## config.mk

```make
export PLATFORM = sky130hd
export DESIGN_NAME = tap_replayer_flat
export DESIGN_NICKNAME = d
export VERILOG_FILES = /design/src/rtl/tap_replayer_pkg.sv /design/src/rtl/tap_replayer_if.sv /design/src/rtl/tap_replayer_cycle_timer.sv /design/src/rtl/tap_replayer.sv /design/src/flat_wrapper.sv
export SDC_FILE = /design/constraint.sdc
export NUM_CORES = 1
export LEC_CHECK = 0
export CAP_MARGIN = 20
export CORE_MARGIN = 2
export CORE_UTILIZATION = 45
export DETAILED_ROUTE_END_ITERATION = 16
export GPL_TIMING_DRIVEN = 0
export HOLD_SLACK_MARGIN = 0.06
export PLACE_DENSITY = 0.65
export SETUP_SLACK_MARGIN = 0.4
export SKIP_CTS_REPAIR_TIMING = 1
export SLEW_MARGIN = 20
export SYNTH_ARGS = -nofsm -noshare
export SYNTH_HDL_FRONTEND = slang
export SYNTH_SLANG_ARGS = --single-unit
```

## constraint.sdc

```tcl
create_clock -name clk -period 2.5 [get_ports clk]
set_input_delay 0.25 -clock clk [delete_from_list [all_inputs] [get_ports clk]]
set_output_delay 0.25 -clock clk [all_outputs]
set_load 0.05 [all_outputs]
```

## src/rtl/tap_replayer_pkg.sv

```systemverilog
// Shared types and board-level defaults for the tap replayer.
package tap_replayer_pkg;

    localparam int CNT_W_DEF       = 7;
    // 0.5 s per phase at a 12 MHz board clock
    localparam int HIGH_CYCLES_DEF = 6000000;
    localparam int LOW_CYCLES_DEF  = 6000000;
    localparam int TIMER_W_DEF     = 23;

    typedef enum logic [1:0] {
        IDLE = 2'd0,
        HIGH = 2'd1,
        LOW  = 2'd2
    } state_t;

endpackage

```

## src/rtl/tap_replayer_if.sv

```systemverilog
// Control and status bundle between a replay requester and the replayer.
interface tap_replayer_if #(
    parameter int CNT_W = 7
);
    logic             start;
    logic             abort;
    logic [CNT_W-1:0] count;
    logic             pulse_out;
    logic             busy;
    logic             done;
    logic [CNT_W-1:0] remaining;

    modport master (
        output start, abort, count,
        input  pulse_out, busy, done, remaining
    );

    modport slave (
        input  start, abort, count,
        output pulse_out, busy, done, remaining
    );
endinterface

```

## src/rtl/tap_replayer_cycle_timer.sv

```systemverilog
// Phase timer shared by the HIGH and LOW phases of the replayer.
module tap_replayer_cycle_timer #(
    parameter int HIGH_CYCLES = 6000000,
    parameter int LOW_CYCLES  = 6000000,
    parameter int TIMER_W     = 23
) (
    input  logic clk,
    input  logic rst,
    input  logic clear,
    input  logic sel_low,
    output logic tc
);
    localparam logic [TIMER_W-1:0] HIGH_LAST = TIMER_W'(HIGH_CYCLES - 1);
    localparam logic [TIMER_W-1:0] LOW_LAST  = TIMER_W'(LOW_CYCLES - 1);

    logic [TIMER_W-1:0] tmr_q;

    always_ff @(posedge clk or negedge rst) begin
        if (!rst) begin
            tmr_q <= '0;
        end else if (clear) begin
            tmr_q <= '0;
        end else begin
            tmr_q <= tmr_q + TIMER_W'(1);
        end
    end

    assign tc = sel_low ? (tmr_q == LOW_LAST) : (tmr_q == HIGH_LAST);

endmodule

```

## src/rtl/tap_replayer.sv

```systemverilog
// Replays a latched count as a train of fixed-width pulses on pulse_out.
module tap_replayer
    import tap_replayer_pkg::*;
#(
    parameter int CNT_W       = CNT_W_DEF,
    parameter int HIGH_CYCLES = HIGH_CYCLES_DEF,
    parameter int LOW_CYCLES  = LOW_CYCLES_DEF,
    parameter int TIMER_W     = TIMER_W_DEF
) (
    input logic           clk,
    input logic           rst,
    tap_replayer_if.slave bus
);
    state_t           state_q, state_d;
    logic             pulse_q, pulse_d;
    logic             busy_q, busy_d;
    logic             done_q, done_d;
    logic [CNT_W-1:0] rem_q, rem_d;
    logic             tmr_clr;
    logic             tmr_sel_low;
    logic             tmr_tc;

    tap_replayer_cycle_timer #(
        .HIGH_CYCLES (HIGH_CYCLES),
        .LOW_CYCLES  (LOW_CYCLES),
        .TIMER_W     (TIMER_W)
    ) u_timer (
        .clk     (clk),
        .rst     (rst),
        .clear   (tmr_clr),
        .sel_low (tmr_sel_low),
        .tc      (tmr_tc)
    );

    always_ff @(posedge clk or negedge rst) begin
        if (!rst) begin
            state_q <= IDLE;
            pulse_q <= 1'b0;
            busy_q  <= 1'b0;
            done_q  <= 1'b0;
            rem_q   <= '0;
        end else begin
            state_q <= state_d;
            pulse_q <= pulse_d;
            busy_q  <= busy_d;
            done_q  <= done_d;
            rem_q   <= rem_d;
        end
    end

    // The timer is held clear in IDLE and on every state change.
    always_comb begin
        state_d     = state_q;
        pulse_d     = pulse_q;
        busy_d      = busy_q;
        done_d      = 1'b0;
        rem_d       = rem_q;
        tmr_clr     = 1'b1;
        tmr_sel_low = 1'b0;
        unique case (state_q)
            IDLE: begin
                if (bus.start && !bus.abort) begin
                    if (bus.count != '0) begin
                        state_d = HIGH;
                        pulse_d = 1'b1;
                        busy_d  = 1'b1;
                        rem_d   = bus.count;
                    end else begin
                        done_d = 1'b1;
                    end
                end
            end
            HIGH: begin
                tmr_clr = 1'b0;
                if (bus.abort) begin
                    state_d = IDLE;
                    pulse_d = 1'b0;
                    busy_d  = 1'b0;
                    rem_d   = '0;
                    tmr_clr = 1'b1;
                end else if (tmr_tc) begin
                    state_d = LOW;
                    pulse_d = 1'b0;
                    tmr_clr = 1'b1;
                end
            end
            LOW: begin
                tmr_clr     = 1'b0;
                tmr_sel_low = 1'b1;
                if (bus.abort) begin
                    state_d = IDLE;
                    pulse_d = 1'b0;
                    busy_d  = 1'b0;
                    rem_d   = '0;
                    tmr_clr = 1'b1;
                end else if (tmr_tc) begin
                    rem_d   = rem_q - CNT_W'(1);
                    tmr_clr = 1'b1;
                    if (rem_q == CNT_W'(1)) begin
                        state_d = IDLE;
                        busy_d  = 1'b0;
                        done_d  = 1'b1;
                    end else begin
                        state_d = HIGH;
                        pulse_d = 1'b1;
                    end
                end
            end
            default: begin
                state_d = IDLE;
                pulse_d = 1'b0;
                busy_d  = 1'b0;
                rem_d   = '0;
            end
        endcase
    end

    assign bus.pulse_out = pulse_q;
    assign bus.busy      = busy_q;
    assign bus.done      = done_q;
    assign bus.remaining = rem_q;

endmodule

```

## src/flat_wrapper.sv

```systemverilog
// flat-port wrapper written by rule: the top's interface ports become plain ports
module tap_replayer_flat import tap_replayer_pkg::*;
#(
    parameter int CNT_W       = CNT_W_DEF,
    parameter int HIGH_CYCLES = HIGH_CYCLES_DEF,
    parameter int LOW_CYCLES  = LOW_CYCLES_DEF,
    parameter int TIMER_W     = TIMER_W_DEF
)
  (clk, rst, bus_start, bus_abort, bus_count, bus_pulse_out, bus_busy, bus_done, bus_remaining);
  tap_replayer_if #(.CNT_W(CNT_W)) bus_i ();
  input logic clk;
  input logic rst;
  input wire logic [$bits(bus_i.start)-1:0] bus_start;
  input wire logic [$bits(bus_i.abort)-1:0] bus_abort;
  input wire logic [$bits(bus_i.count)-1:0] bus_count;
  output wire logic [$bits(bus_i.pulse_out)-1:0] bus_pulse_out;
  output wire logic [$bits(bus_i.busy)-1:0] bus_busy;
  output wire logic [$bits(bus_i.done)-1:0] bus_done;
  output wire logic [$bits(bus_i.remaining)-1:0] bus_remaining;
  assign bus_i.start = bus_start;
  assign bus_i.abort = bus_abort;
  assign bus_i.count = bus_count;
  assign bus_pulse_out = bus_i.pulse_out;
  assign bus_busy = bus_i.busy;
  assign bus_done = bus_i.done;
  assign bus_remaining = bus_i.remaining;
  tap_replayer #(.CNT_W(CNT_W), .HIGH_CYCLES(HIGH_CYCLES), .LOW_CYCLES(LOW_CYCLES), .TIMER_W(TIMER_W)) u_core (.clk(clk), .rst(rst), .bus(bus_i));
endmodule
```

Word level (Yosys, flattened, before mapping). Index checks and enable logic that the tools add are counted.

Equal/unequal tests: 11. Divide/modulo/power cells: 0. Magnitude comparators: 0. Bitwise operators: 0. Mux-type cells: 37. $add $sub $neg: 2. Multipliers: 0. Reductions and logical operators: 9. Shift-type cells: 0.

Operators with widths (number): $mux 7 (5); $add 23x1->23 const B (1); $eq 23x23->1 const B (1); $mux 23 (1); $pmux 7 s3 (1); $mux 1 (20); $mux 2 (6); $reduce_and 5->1 (2); $ne 3x2->1 const B (3); $reduce_and 4->1 (2); $eq 7x1->1 const B (1); $reduce_bool 7->1 (1); $sub 7x1->7 const B (1); $pmux 1 s3 (2); $pmux 2 s3 (1); $ne 2x1->1 const B (2); $ne 3x3->1 const B (1); $eq 2x1->1 const B (1); $eq 2x2->1 const B (1); $logic_not 2->1 (1); $ne 2x2->1 const B (1); $pmux 1 s2 (1); $reduce_or 2->1 (1); $logic_and 1x1->1 (1); $logic_not 1->1 (1).

Latch bits: 0. Memories: 0. Input bits: 11. Output and inout port bits: 10. Memory bits (writable): 0. ROM bits: 0. Logic and storage cells: 65. Bits in registers: 35.

Longest topological paths before layout.
Depth in word-level cells: 5. Mapped depth: 9. Gate-level depth less buffers: 7.

Modules after synthesis. From an unflattened synthesis, not the netlist that was laid out.

Cells, all modules: 208. Area total of the unflattened synthesis: 2034.5 um^2.

By module, submodules not included: tap_replayer_cycle_timer (sequential area each 575.6 um^2, area each 1176.1 um^2, cells each 122, times used 1); tap_replayer (sequential area each 300.3 um^2, area each 858.3 um^2, cells each 86, times used 1).

Worst setup path before layout. No wires, ideal clock.

Path kind: register to register. From: register u_core.state_q[0]. To: register u_core.busy_q (netlist: u_core.bus.busy). Clock period less this slack: 1.994 ns. Path slack: 0.506 ns. Path buffers: 2. Data arrival time: 1.869 ns. Required time: 2.375 ns. Cell stages (with the launch flop): 10. Cells stage by stage: dfrtp_1 > inv_1 > ha_1 > buf_2 > nor4b_2 > a22oi_2 > and2_1 > buf_4 > o21ai_2 > mux2_4.

Elaborated cells between the ends (all ways): 10. Classes of those cells: eq/ne (7); mux (1); reduce/logical (2).

RTL lines: start, declared (line tap_replayer.sv:14) `state_t state_q, state_d;`; start signal, assigned (line tap_replayer.sv:43) `state_q <= state_d;`; $eq 2x2->1, or another cell as far along (line tap_replayer.sv:60) `unique case (state_q)`; $pmux 1 s3 * (line tap_replayer.sv:60); named net u_core.busy_d (line tap_replayer.sv:16) `logic busy_q, busy_d;`; end signal, assigned (line tap_replayer.sv:45) `busy_q <= busy_d;`; end, declared (line tap_replayer.sv:16).

Mark *: on every way through the listed nets, which the timed path passes. The rest lies on a longest branch. A chain may end at the register's enable or synchronous reset.

Worst setup path in the final report.
From: register u_core.state_q[1]. To: register u_core.busy_q (netlist: u_core.bus.busy).

The elaborated chain is that of the path after synthesis.

==> implementation parameters <==
Parameter                              Value

Status
  Status ... complete, no violations

Logic synthesis
  Number of flops mapped to enable cells by yosys ... 0
  FF+latch count, synth ... 35
  Adder-cell share of the synthesized area ... 4.21%
  Async set-reset flop share out of synthesis ... 100%
  Most area-consuming cells after synthesis ... sky130_fd_sc_hd__dfrtp_1 42%, sky130_fd_sc_hd__xor2_1 5.9%, sky130_fd_sc_hd__nor2_1 5.4%, sky130_fd_sc_hd__ha_1 4.2%, sky130_fd_sc_hd__nand2_1 4.0%
  Most used standard cells in the synthesized netlist ... 35 x sky130_fd_sc_hd__dfrtp_1, 30 x sky130_fd_sc_hd__nor2_1, 22 x sky130_fd_sc_hd__nand2_1, 14 x sky130_fd_sc_hd__xor2_1, 12 x sky130_fd_sc_hd__nand3_1
  Cell count after synthesis ... 218
  Basic-gate share of the synthesized area counting and, or, nand and nor cells ... between 30% and 40%
  Sequential-to-total area share from yosys stat ... 42.1%
  Net count of the mapped netlist ... around 240
  Portion of netlist area occupied by mux cells ... 1.44%
  Mean Syn Cell Area ... 9.55 µm²
  Post-synthesis compound-gate area fraction ... 10.3%
  Prevailing post-synth register cell ... sky130_fd_sc_hd__dfrtp_1
  Synth warnings ... 0
  Fraction of post-synthesis cell area in the top cell type by area ... 42.1%
  Synth cell types ... 48
  Post-synthesis xor/xnor area fraction ... 8.83%
  Combinational family with the most area after synthesis ... simple AND/OR/NAND/NOR gates
  Cell type contributing the most total cell area after synthesis ... sky130_fd_sc_hd__dfrtp_1
  Most common cell in the netlist ... sky130_fd_sc_hd__dfrtp_1
  Netlist area before placement ... 2080 µm²

Die
  Standard cell core area ... 4410 µm²
  Initial Utilization ... 47.2%
  IO Count ... 21
  Die span in x ... about 70 µm
  DIE AREA ... 5190 µm²
  Die outline height ... 72.0 µm
  Std-Cell Rows ... 24

Route
  Met3 layer wire length in the routed design ... around 250 µm
  Detailed route wirelength on metal2 ... 2230 µm
  Final Routed Wirelength ... 4630 µm
  Top routing layer used ... met4
  DR iter-0 viols ... 75
  Via count ... 1721
  Vias per std cell ... 5.59
  Detailed-routing wirelength on met1 ... about 2100 µm
  Remaining antenna violation count ... 0
  Drc violations ... 0
  Count of TritonRoute iterations in the first routing pass ... 4
  Routed wire length per instance ... 15.0 µm

Clocking
  Later-pin clock latency in the skew report ... a little under 300 ps
  Inserted Clock Buffers ... 5
  Clock root buffer ... sky130_fd_sc_hd__clkbuf_8
  # H-tree levels ... 2
  Buffer levels on the longest clock path ... 2
  Clock transition time at the flip-flop clock pins of the worst setup and hold paths ... 80 ps
  Total number of clock tree sinks ... 35
  Clock tree from TritonCTS ... built

Timing
  Final setup TNS ... 0 ps
  Min Tclk post-route ... a little over 2000 ps
  Max frequency ... 487 MHz
  Hold Fails Final Rpt ... 0
  Layout Skew ... between 9 and 10 ps
  Final max-slew violation count ... 0
  Worst slew margin ... 41.0%
  Tightest Pin Transition ... 877 ps
  Final number of setup-violating endpoints ... 0
  RSZ-0062 raised after global routing ... yes
  Worst hold slack across all endpoints ... 363 ps
  Final period util ... ~80%

Finish
  Number of fill cells ... 400
  Fraction of final layout cells sized beyond drive strength 1 ... about 17%
  ANT cells ... 0
  Area occupied by registers ... ~880 µm²
  Area of the multi-input gates ... about 1200 µm²
  Nets@finish ... 273
  Post-route core utilization ... between 50% and 60%
  Syn-to-layout area delta ... 23.1%

Power
  Logic gate share of total power ... 47.9%
  Clk network pwr share ... 19.2%
  Leakage power total ... 1.07 nW
  Power density over the cells ... 893 nW/µm²
  Internal ... 0.00134 W
  Switch Pwr ... between 0.0009 and 0.001 W
  Net switching fraction of the power ... 41.3%
  Proportion of power drawn by flip-flops and latches ... between 30% and 40%
  Overall power consumption ... approximately 0.0023 W
  Max rail drop VDD ... 0.473 mV

Critical path
  Reg-to-reg setup timing slack ... 450 ps
  Worst path arrival time ... roughly 2200 ps
  Critical path data required time ... 2680 ps
  Worst setup path class ... reg -> reg
  Worst R2R Start ... u_core.state_q[1]
  Largest fanout of any net on the critical path ... 10
  Endpoint type of the worst setup path ... flip-flop
  Crit path from ... u_core.state_q[1]
  Crit path launch type ... flip-flop
  Endpoint of the worst-slack reg-to-reg timing path ... u_core.bus.busy
  R2r worst-path depth ... 9

Global route
  Pin count of the biggest net entering global routing ... 27
  Global-route wire length before repair ... 7530 µm
  Tot GR Track Use ... 18.7%
  Grt total ovfl ... 0
  Vias in the first global route ... between 1500 and 2000
  Initial antenna violation count ... 0

Run
  Max capacitance violation total ... 0

Placed design
  Half-perimeter wire length after placement ... ~3300 µm
  RD Place Congestion ... 0.816
  IO Port Bufs ... 20

Min path
  HP Class ... in -> async
## cells by family (layout without fill, tap and decap cells)
| kind of cell | count (synthesis) | after routing |
|---|---|---|
| buf+inv | 12 | 50 |
| xor+xnor | 21 | 21 |
| fa+ha+maj | 7 | 7 |
| flops | 35 | 35 |
| compound gates | 28 | 28 |
| mux | 2 | 2 |
| simple gates | 113 | 113 |
## power by group through the flow
stage	Clock [W]	Sequential, W	Combinational [W]
3_5_place_dp	0	0.000762	0.000998
6_report	0.000440	0.000753	0.00110
2_1_floorplan	0	0.000965	0.000499
4_1_cts	0.000454	0.000751	0.00100
3_3_place_gp	0	0.000761	0.000991
5_1_grt	0.000485	0.000764	0.00118
## per-layer routing
metal  vias up  GRT usage [%]
li1        849              -
met1       811           23.9
met2        54           31.2
met3         7           5.14
met4         0           5.45
met5         -              0
## critical path, cell delays in order, from the launching register on
cell and delay [ps]:
sky130_fd_sc_hd__dfrtp_1 430, sky130_fd_sc_hd__inv_2 80, sky130_fd_sc_hd__ha_1 150, sky130_fd_sc_hd__buf_6 130, sky130_fd_sc_hd__nor4b_4 270, sky130_fd_sc_hd__a22oi_2 170
sky130_fd_sc_hd__and2_1 170, sky130_fd_sc_hd__buf_4 170, sky130_fd_sc_hd__o21ai_2 80, sky130_fd_sc_hd__mux2_4 310
## state kept, by name, indices dropped and copies added (netlist names)
register / flops
u_core.bus.done: 1
u_core.state_q: 2
u_core.bus.remaining: 7
u_core.bus.pulse_out: 1
u_core.bus.busy: 1
u_core.u_timer.tmr_q: 23
## through the flow
stage	area [µm²]	worst slack, ps	std cells
after global placement	2350	102	290
after detailed placement	2360	91.0	291
final	2560	446	308
after floorplan	2080	506	218
after CTS	2460	221	299
after global routing	2560	373	308
## area by class of cell
class | instances | share of cell area, %
well taps | 52 | 2.54
clock inverters | 2 | 0.635
flip-flops and latches | 35 | 34.2
inverters | 6 | 0.879
multi-input cells | 171 | 45.8
clock buffers | 6 | 3.22
repair buffers | 30 | 11.1
plain buffers | 6 | 1.61
## cells in the final DEF, fill, tap and decap left out, types with 6 or more instances in the layout
cell                               n
sky130_fd_sc_hd__clkdlybuf4s50_1  19
sky130_fd_sc_hd__xnor2_1           7
sky130_fd_sc_hd__clkbuf_8          6
sky130_fd_sc_hd__ha_1              6
sky130_fd_sc_hd__nand2_1          22
sky130_fd_sc_hd__buf_4            11
sky130_fd_sc_hd__nand3_1          12
sky130_fd_sc_hd__a21oi_1           8
sky130_fd_sc_hd__nor4_1            6
sky130_fd_sc_hd__dfrtp_1          35
sky130_fd_sc_hd__nor2_1           30
sky130_fd_sc_hd__xor2_1           14
## worst max-delay path by stage
stage / to / cells after the start
2_1_floorplan: u_core.bus.busy / 9
3_3_place_gp: u_core.bus.busy / 7
3_5_place_dp: u_core.bus.busy / 7
4_1_cts: u_core.bus.busy / 9
5_1_grt: u_core.bus.busy / 9
6_report: u_core.bus.busy / 9
Note: power is estimated with default switching activity, not from simulation.
